## src/rtl/charge_entry_ctrl.sv

```systemverilog
// Key-entry sequencer: turns debounced keypad events into an 11-digit phone number
// plus a recharge amount, then offers the pair to billing over valid/ready.
module charge_entry_ctrl #(
    parameter int PHONE_DIGITS = 11,
    parameter int AMT_DIGITS   = 3,
    parameter int AMT_W        = 10,
    parameter int MIN_AMT      = 10
) (
    input  logic                      CLK,
    input  logic                      RST,
    input  logic                      startSet,
    input  logic [4:0]                num,
    input  logic                      start,
    input  logic                      clear,
    input  logic                      enter,
    input  logic                      req_ready,
    output logic                      req_valid,
    output logic [4*PHONE_DIGITS-1:0] phone_bcd,
    output logic [AMT_W-1:0]          amount,
    output logic [3:0]                phone_cnt,
    output logic [1:0]                amt_cnt,
    output logic [1:0]                state,
    output logic                      err
);
    typedef enum logic [1:0] {IDLE = 2'd0, PHONE = 2'd1, AMOUNT = 2'd2, REQ = 2'd3} state_t;

    localparam logic [3:0]       PD  = 4'(PHONE_DIGITS);
    localparam logic [1:0]       AD  = 2'(AMT_DIGITS);
    localparam logic [AMT_W-1:0] MIN = AMT_W'(MIN_AMT);

    state_t           st;
    logic             set_q, key_go, rise, is_digit;
    logic [AMT_W+3:0] amt_next;

    assign rise     = startSet & ~set_q;
    assign is_digit = (num <= 5'd9);
    assign amt_next = ({4'd0, amount} << 3) + ({4'd0, amount} << 1)
                    + {{AMT_W{1'b0}}, num[3:0]};
    assign state    = st;

    // key_go lags the strobe rise by a cycle so the scanner's decoded fields have settled.
    always_ff @(posedge CLK) begin
        if (RST) begin
            st        <= IDLE;
            set_q     <= 1'b0;
            key_go    <= 1'b0;
            req_valid <= 1'b0;
            phone_bcd <= '0;
            amount    <= '0;
            phone_cnt <= '0;
            amt_cnt   <= '0;
            err       <= 1'b0;
        end else begin
            set_q  <= startSet;
            key_go <= rise;
            err    <= 1'b0;
            if (req_valid && req_ready) begin
                req_valid <= 1'b0;
                st        <= IDLE;
            end else if (key_go) begin
                case (st)
                    IDLE: begin
                        if (start) begin
                            phone_bcd <= '0;
                            amount    <= '0;
                            phone_cnt <= '0;
                            amt_cnt   <= '0;
                            st        <= PHONE;
                        end
                    end
                    PHONE: begin
                        if (clear) begin
                            if (|phone_cnt) begin
                                phone_bcd <= '0;
                                phone_cnt <= '0;
                            end else begin
                                st <= IDLE;
                            end
                        end else if (start) begin
                            phone_bcd <= '0;
                            amount    <= '0;
                            phone_cnt <= '0;
                            amt_cnt   <= '0;
                        end else if (enter) begin
                            if (phone_cnt == PD) st <= AMOUNT;
                            else                 err <= 1'b1;
                        end else if (is_digit) begin
                            if (phone_cnt < PD) begin
                                phone_bcd <= {phone_bcd[4*PHONE_DIGITS-5:0], num[3:0]};
                                phone_cnt <= phone_cnt + 4'd1;
                            end else begin
                                err <= 1'b1;
                            end
                        end
                    end
                    AMOUNT: begin
                        if (clear) begin
                            if (|amt_cnt) begin
                                amount  <= '0;
                                amt_cnt <= '0;
                            end else begin
                                st <= PHONE;
                            end
                        end else if (start) begin
                            phone_bcd <= '0;
                            amount    <= '0;
                            phone_cnt <= '0;
                            amt_cnt   <= '0;
                            st        <= PHONE;
                        end else if (enter) begin
                            if (|amt_cnt && amount >= MIN) begin
                                st        <= REQ;
                                req_valid <= 1'b1;
                            end else begin
                                err <= 1'b1;
                            end
                        end else if (is_digit) begin
                            // A leading zero would waste one of the few amount digits.
                            if (amt_cnt == AD || (amt_cnt == 2'd0 && num[3:0] == 4'd0)) begin
                                err <= 1'b1;
                            end else begin
                                amount  <= amt_next[AMT_W-1:0];
                                amt_cnt <= amt_cnt + 2'd1;
                            end
                        end
                    end
                    REQ: begin
                        if (clear) begin
                            req_valid <= 1'b0;
                            st        <= IDLE;
                        end
                    end
                    default: st <= IDLE;
                endcase
            end
        end
    end
endmodule
```

## config.mk

```make
export PLATFORM = sky130hd
export DESIGN_NAME = charge_entry_ctrl
export DESIGN_NICKNAME = d
export VERILOG_FILES = /design/src/rtl/charge_entry_ctrl.sv
export SDC_FILE = /design/constraint.sdc
export NUM_CORES = 1
export LEC_CHECK = 0
export CORE_MARGIN = 3
export CORE_UTILIZATION = 54
export DETAILED_ROUTE_END_ITERATION = 10
export GPL_TIMING_DRIVEN = 0
export PLACE_DENSITY = 0.93
export SETUP_SLACK_MARGIN = 0.2
export SKIP_LAST_GASP = 1
export SLEW_MARGIN = 30
export SYNTH_ARGS = -nofsm -noshare
export SYNTH_HDL_FRONTEND = slang
export SYNTH_SLANG_ARGS = --single-unit
```

## constraint.sdc

```tcl
create_clock -name CLK -period 5.64 [get_ports CLK]
set_input_delay 0.564 -clock CLK [delete_from_list [all_inputs] [get_ports CLK]]
set_output_delay 0.564 -clock CLK [all_outputs]
set_load 0.02 [all_outputs]
```

==> results.toml <==
[status]
status = "finished clean"

[floorplanning]
ios = 76
start_util_pct = 57.77
core_area_sq_mm = 0.005709
fp.dieH_um = 84.15
die-area_sq_mm = 0.007081
row_count = 27
die_w_um = 84.15

[logic_synthesis]
avgSynthCellArea_sq_um = 9.187
synth_edf_count = 0
ys_seq_elements = 66
synth_nets = 395
synth_simple_gate_area_share_pct = 15.52
yosysTopAreaCellShare_pct = 40.06
synthFlopType = "dfxtp_1"
synth_cells = 359
ys_async_sr_fraction_pct = 0
synthTopCellsByArea = "dfxtp_1 40%, ha_1 8.3%, nand2_1 5.8%"
synth-seq-area-share_pct = 40.06
yosysTopAreaCell = "dfxtp_1"
synth.distinct_cells = 57
synth_warnings = 0
synth_compound_area_share_pct = 25.87
syn_area_sq_mm = 0.003298
synth_xor_area_share_pct = 1.859
synthAdderAreaFrac_pct = 9.560
synth_top_family_by_area = "compound AO/OA/AOI/OAI gates"
synth_mux_area_share_pct = 0.3035

[pwr]
power.leakage_nw = 1.507
irDropWorstVdd_v = 0.0001394
design_power_total_mw = 0.9080
powerDensity_mw_per_mm2 = 210.5

[final_layout]
final_cell_mix = "74 x clkdlybuf4s50_1, 66 x dfxtp_1, 51 x nand2_1"
final_common_cell = "clkdlybuf4s50_1"
multi_input_comb_area_sq_mm = 0.001752
syn_to_final_growth_pct = 30.77
diodes = 0
fill_cells = 376
drive_gt1_share_pct = 11.80
fin_nets = 480
regArea_sq_mm = 0.001321

[cts]
cts_resized = 0
cts_buffers = 9
cts_sinks = 66
tritoncts = "done"
ctsRootBufferMaster = "clkbuf_8"
postCtsSetupRepairBufs = 0
htreeDepth = 3
cts_hold_buf = 0
clk_latency_ps = 360
clkTransAtPathRegs_ps = 80
clock_path_buffers = 2

[routing]
num_vias = 3208
wl_per_cell_um = 18.76
antenna_left = 0
firstDrtPassIters = 5
drc = 0
vias_per_cell = 6.157
drtIter0Drc = 263
totalWireLength_um = 9774

[global_route]
antenna_found_initial = 0
grt_pass1_wl_um = 15610
grtUsageTotal_pct = 27.28
grt_remaining_overflow = 0
grt_max_degree = 15
grt_pass1_vias = 3228

[worst_setup_path]
start_kind = "input pin"
crit_arrival_ps = 3230
cp-end-kind = "register"
crit_fanout = 4
critical_path_class = "input pin to register"
ff2ff_path_depth = 9
cp.required_ps = 5890

[sta]
worst_slack_ps = 2665
skew_ps = 10.74
finalSetupTns_ps = 0
maxSlewViolCount = 0
timing.fmax_mhz = 336.1
finalCritPeriodShare_pct = 52.75
slew-limit-headroom_pct = 57.77
finalSetupViolCount = 0
rsz0062_at_grt = "no"
min_period_ps = 2975
hold_viol = 0
worst_pin_slew_ps = 633.5

[worst_hold_path]
worstHoldPathType = "register to register"
holdPathStages = 1

[place]
pre_cts_slack_ps = 2298
io_buffers = 74
dp_hpwl_um = 6849
place_congestion = 0.8726

[flow_run]
maxCapViolCount = 0
-- cells by family (layout without fill, tap and decap cells) --
group | Yosys count | count (layout)
AO/OA/AOI/OAI | 113 | 113
XOR/XNOR | 7 | 7
adder cells (fa/ha/maj) | 24 | 24
buffers and inverters | 44 | 134
flip-flops | 66 | 66
multiplexers | 1 | 1
AND/OR/NAND/NOR | 104 | 104
-- per-layer routing --
layer | share of wire, % | global-route usage (%) | up-vias
met5 | 0 | 0 | -
met4 | 3.1 | 11.11 | 0
met3 | 8.7 | 7.655 | 41
met2 | 48 | 44.76 | 173
met1 | 41 | 33.76 | 1521
li1 | - | - | 1473
-- worst paths after layout --
check	to	slack (ps)	start
setup / recovery	amount[8]	2660	num[3]
hold reg to reg	key_go	400	set_q
setup reg to reg	amount[8]	3110	amount[2]
hold / removal	key_go	400	set_q
-- synthesized netlist by cell type, drive strengths merged, types with 4 or more instances --
cell     n
a211oi   4
a21oi   26
buf     11
clkbuf   9
dfxtp   66
ha      22
inv     23
nand2   52
nand2b   8
nand3   10
nand4   11
nor2     7
nor2b    4
nor3     4
o21ai   19
o22ai   33
o31ai    4
o32ai    8
xnor2    5
-- layout make-up --
cell class / instances / area share (%)
clock buffer: 9 / 2.872
multi-input combinational: 249 / 40.61
tap: 72 / 2.089
clock inverter: 7 / 1.393
timing repair buffer: 74 / 17.17
inverter: 23 / 2.002
buffer: 21 / 3.220
sequential: 66 / 30.64
-- flip-flops by register name, indices dropped and copies added (netlist names) --
register and flops:
amount 10, amt_cnt 2, err 1, key_go 1, phone_bcd 44, phone_cnt 4, req_valid 1, set_q 1
state 2
-- metrics by stage --
step	util, %	hold WS (ps)	area [sq um]	cells
finish	75.54	397.0	4313	521
global route	75.54	419.2	4313	521
CTS	75.54	401.0	4313	521
detailed placement	72.32	389.5	4129	505
global placement	72.32	375.8	4129	505
floorplan	-	367.4	3298	359
-- power breakdown --
group	total, mW	switching (mW)	internal [mW]	leakage (nW)
clock network	0.379	0.212	0.167	0.0848
registers	0.468	0.00156	0.467	0.532
logic	0.0608	0.0393	0.0215	0.891
-- worst max-delay path, stage by stage --
cell	delay, ps
clkdlybuf4s50_1	530
inv_1	130
fa_1	540
inv_1	70
fa_1	470
a21oi_1	280
o211ai_1	140
a21oi_1	190
xnor2_1	100
a32o_1	210
(Power assumes the default switching activity.)
==> RTL change (same flow settings) <==
`PHONE_DIGITS`: 11 -> 10.
--- a/src/rtl/charge_entry_ctrl.sv
+++ b/src/rtl/charge_entry_ctrl.sv
@@ -1,7 +1,7 @@
 // Key-entry sequencer: turns debounced keypad events into an 11-digit phone number
 // plus a recharge amount, then offers the pair to billing over valid/ready.
 module charge_entry_ctrl #(
-    parameter int PHONE_DIGITS = 11,
+    parameter int PHONE_DIGITS = 10,
     parameter int AMT_DIGITS   = 3,
     parameter int AMT_W        = 10,
     parameter int MIN_AMT      = 10
Ports: changed (resized phone_bcd); port bits go from 76 to 72. The function was not compared with the original's and may differ.
==> RTL change against the unedited design <==
- routed wire length shrank 14%
- sequential share of layout area shrank 0.40 points
- combinational power shrank 11%
- clock skew grew 0.0022 ns
- total power grew 2.5%
- cell count grew 1.7%
- sequential cell count shrank 4
- worst setup slack gained 0.020 ns
- synthesized area shrank 6.2%
- hold slack lost 0.0087 ns
- sequential power shrank 6.0%
- cell area shrank 4.8%
- critical endpoint unchanged
- largest cell class unchanged
==> RTL change: results (changes against the unedited design) <==
** Routing
- The final wirelength was 8400 µm (-14%).
- The DRC marker count from the first detailed-route iteration is 323 (+23%).
- Highest metal used :: met4
- 1st-pass router iterations :: 5 (unchanged)
- The routed length on met2 came to 4060 µm (-12%).
- Met1 Wirelength :: 3490 µm (-12%)
- The via count is 3131 (-2.4%).
- The routed length on met3 is 581 µm (-32%).

** STA
- The transition time at the pin with the least slew margin is 0.594 ns (-0.0398 ns).
- Period Utilization, post-route :: 52.4% (-0.35 points)
- The final count of negative-setup-slack endpoints came to 0 (unchanged).
- Worst setup skew after layout :: 0.0130 ns (+0.00224 ns)
- Worst hold slack across all endpoints :: 0.388 ns (-0.00868 ns)

** Place
- The worst slack after detailed placement is 2.34 ns (+0.0393 ns).
- The detailed placement HPWL is 5930 µm (-13%).
- Placer congestion estimate :: 0.874 (+0.14%)
- Area post-placement :: 3880 µm² (-6.0%)
- Buffers added on ports :: 70 (-5.4%)

** Synth
- Post-synth top cells :: a21oi_1, dfxtp_1, nand2_1
- The register area share after synthesis came to 40.1% (+0.053 points).
- Main area contributors after synthesis :: dfxtp_1, a21oi_1, ha_1, nand3_1, nand2_1
- The number of unique standard cell types used by synthesis is 50 (-12%).
- Total nets after synthesis :: 412 (+4.3%)

** GRT
- The global routing met2 resource utilization is 43.9% (-0.87 points).
- First-pass GRT wire length :: 13700 µm (-12%)
- Global-route track usage on met3 :: 4.06% (-3.6 points)
- The maximum number of pins on one net before global-route repair came to 11 (-4).
- The aggregate global-route resource usage came to 26.5% (-0.80 points).
- The global routing usage on met1 is 33.4% (-0.34 points).
- The via count of the first global-routing pass is 2981 (-7.7%).

** Finish
- In the final layout, the registers with the most flip-flops are phone_bcd: 40 flops, amount: 10 flops, phone_cnt: 4 flops.
- The share of cells above drive strength 1 is 6.74% (-5.1 points).
- Net count reported at finish :: 493 (+2.7%)
- The final-layout fill cell count is 383 (+1.9%).
- The diode insertion count for antenna repair was 0 (unchanged).

** Pwr
- Cell Int Power :: 0.000729 W (+11%)
- Static Leakage :: 1.47 nW (-2.4%)
- Maximum vdd ir drop :: 0.166 mV (+19%)

** Min path
- The worst hold path terminates at key_go$_SDFF_PP0_.
- Depth of the worst hold-timing path :: 1 (unchanged)

** Clock network
- The clock latency of the later-clocked register in the worst-skew pair is 0.34 ns (-0.02 ns).
- The post-CTS repair timing setup buffer count is 0 (unchanged).
- The clock transition time at the flip-flop clock pins of the worst setup and hold paths is 0.06 ns (-0.02 ns).

** Critical path
- CP Data Arrival Time :: 3.18 ns (-0.05 ns)
- Beginning of the worst register-to-register path :: amount[2]$_SDFFE_PP0P_
- Maximum fanout along the worst path :: 5 (+1)
- The setup slack of the most critical reg-to-reg path is 3.13 ns (+0.02 ns).

** Run status
- Outcome :: complete, no violations
RTL change: cell types whose count changed in the layout (fill, tap and decap cells not counted), sizes merged, moves of 7 or more:
cell and delta:
nand3 +43, nand4 -11, a21oi +37, o32ai -7, o22ai -33, nand2 +7
inv -11, clkbuf +7, o21ai -10
RTL change: kinds of logic after synthesis:
kind of cell             share of synthesized area [%]
AO/OA/AOI/OAI                                     18.0
flip-flops                                        40.1
AND/OR/NAND/NOR                                   22.5
adder cells (fa/ha/maj)                           10.6
buffers and inverters                             6.19
XOR/XNOR                                          1.98
multiplexers                                     0.647
RTL change: worst max-delay path, stage by stage:
cell	delay, ns
clkdlybuf4s50_1	0.58
inv_1	0.10
fa_1	0.54
inv_1	0.07
fa_1	0.46
a21oi_1	0.24
o211ai_1	0.13
a21oi_1	0.18
xnor2_1	0.10
a32o_1	0.21
RTL change: cell type report:
class	count	area (µm²)	share of cell area [%]
sequential	62	1240	30.2
timing repair buffer	70	701	17.1
multi-input combinational	273	1660	40.5
clock buffer	12	155	3.78
tap	70	87.6	2.13
buffer	24	131	3.20
clock inverter	3	67.6	1.65
inverter	16	60.1	1.46
RTL change: metrics by stage:
step	util, %	total power [W]	instances
after detailed placement	72.8	0.000502	515
after floorplan	-	0.000482	375
after global placement	72.8	0.000501	515
after CTS	76.9	0.000932	530
after global routing	76.9	0.000959	530
final	76.9	0.000931	530
RTL change: power by group through the flow:
stage                     Combinational, W  Sequential (W)  Clock [W]
after floorplan                  0.0000320        0.000450          0
after global placement           0.0000509        0.000450          0
after detailed placement         0.0000523        0.000450          0
final                            0.0000542        0.000440   0.000437
after global routing             0.0000586        0.000440   0.000460
after CTS                        0.0000529        0.000440   0.000439
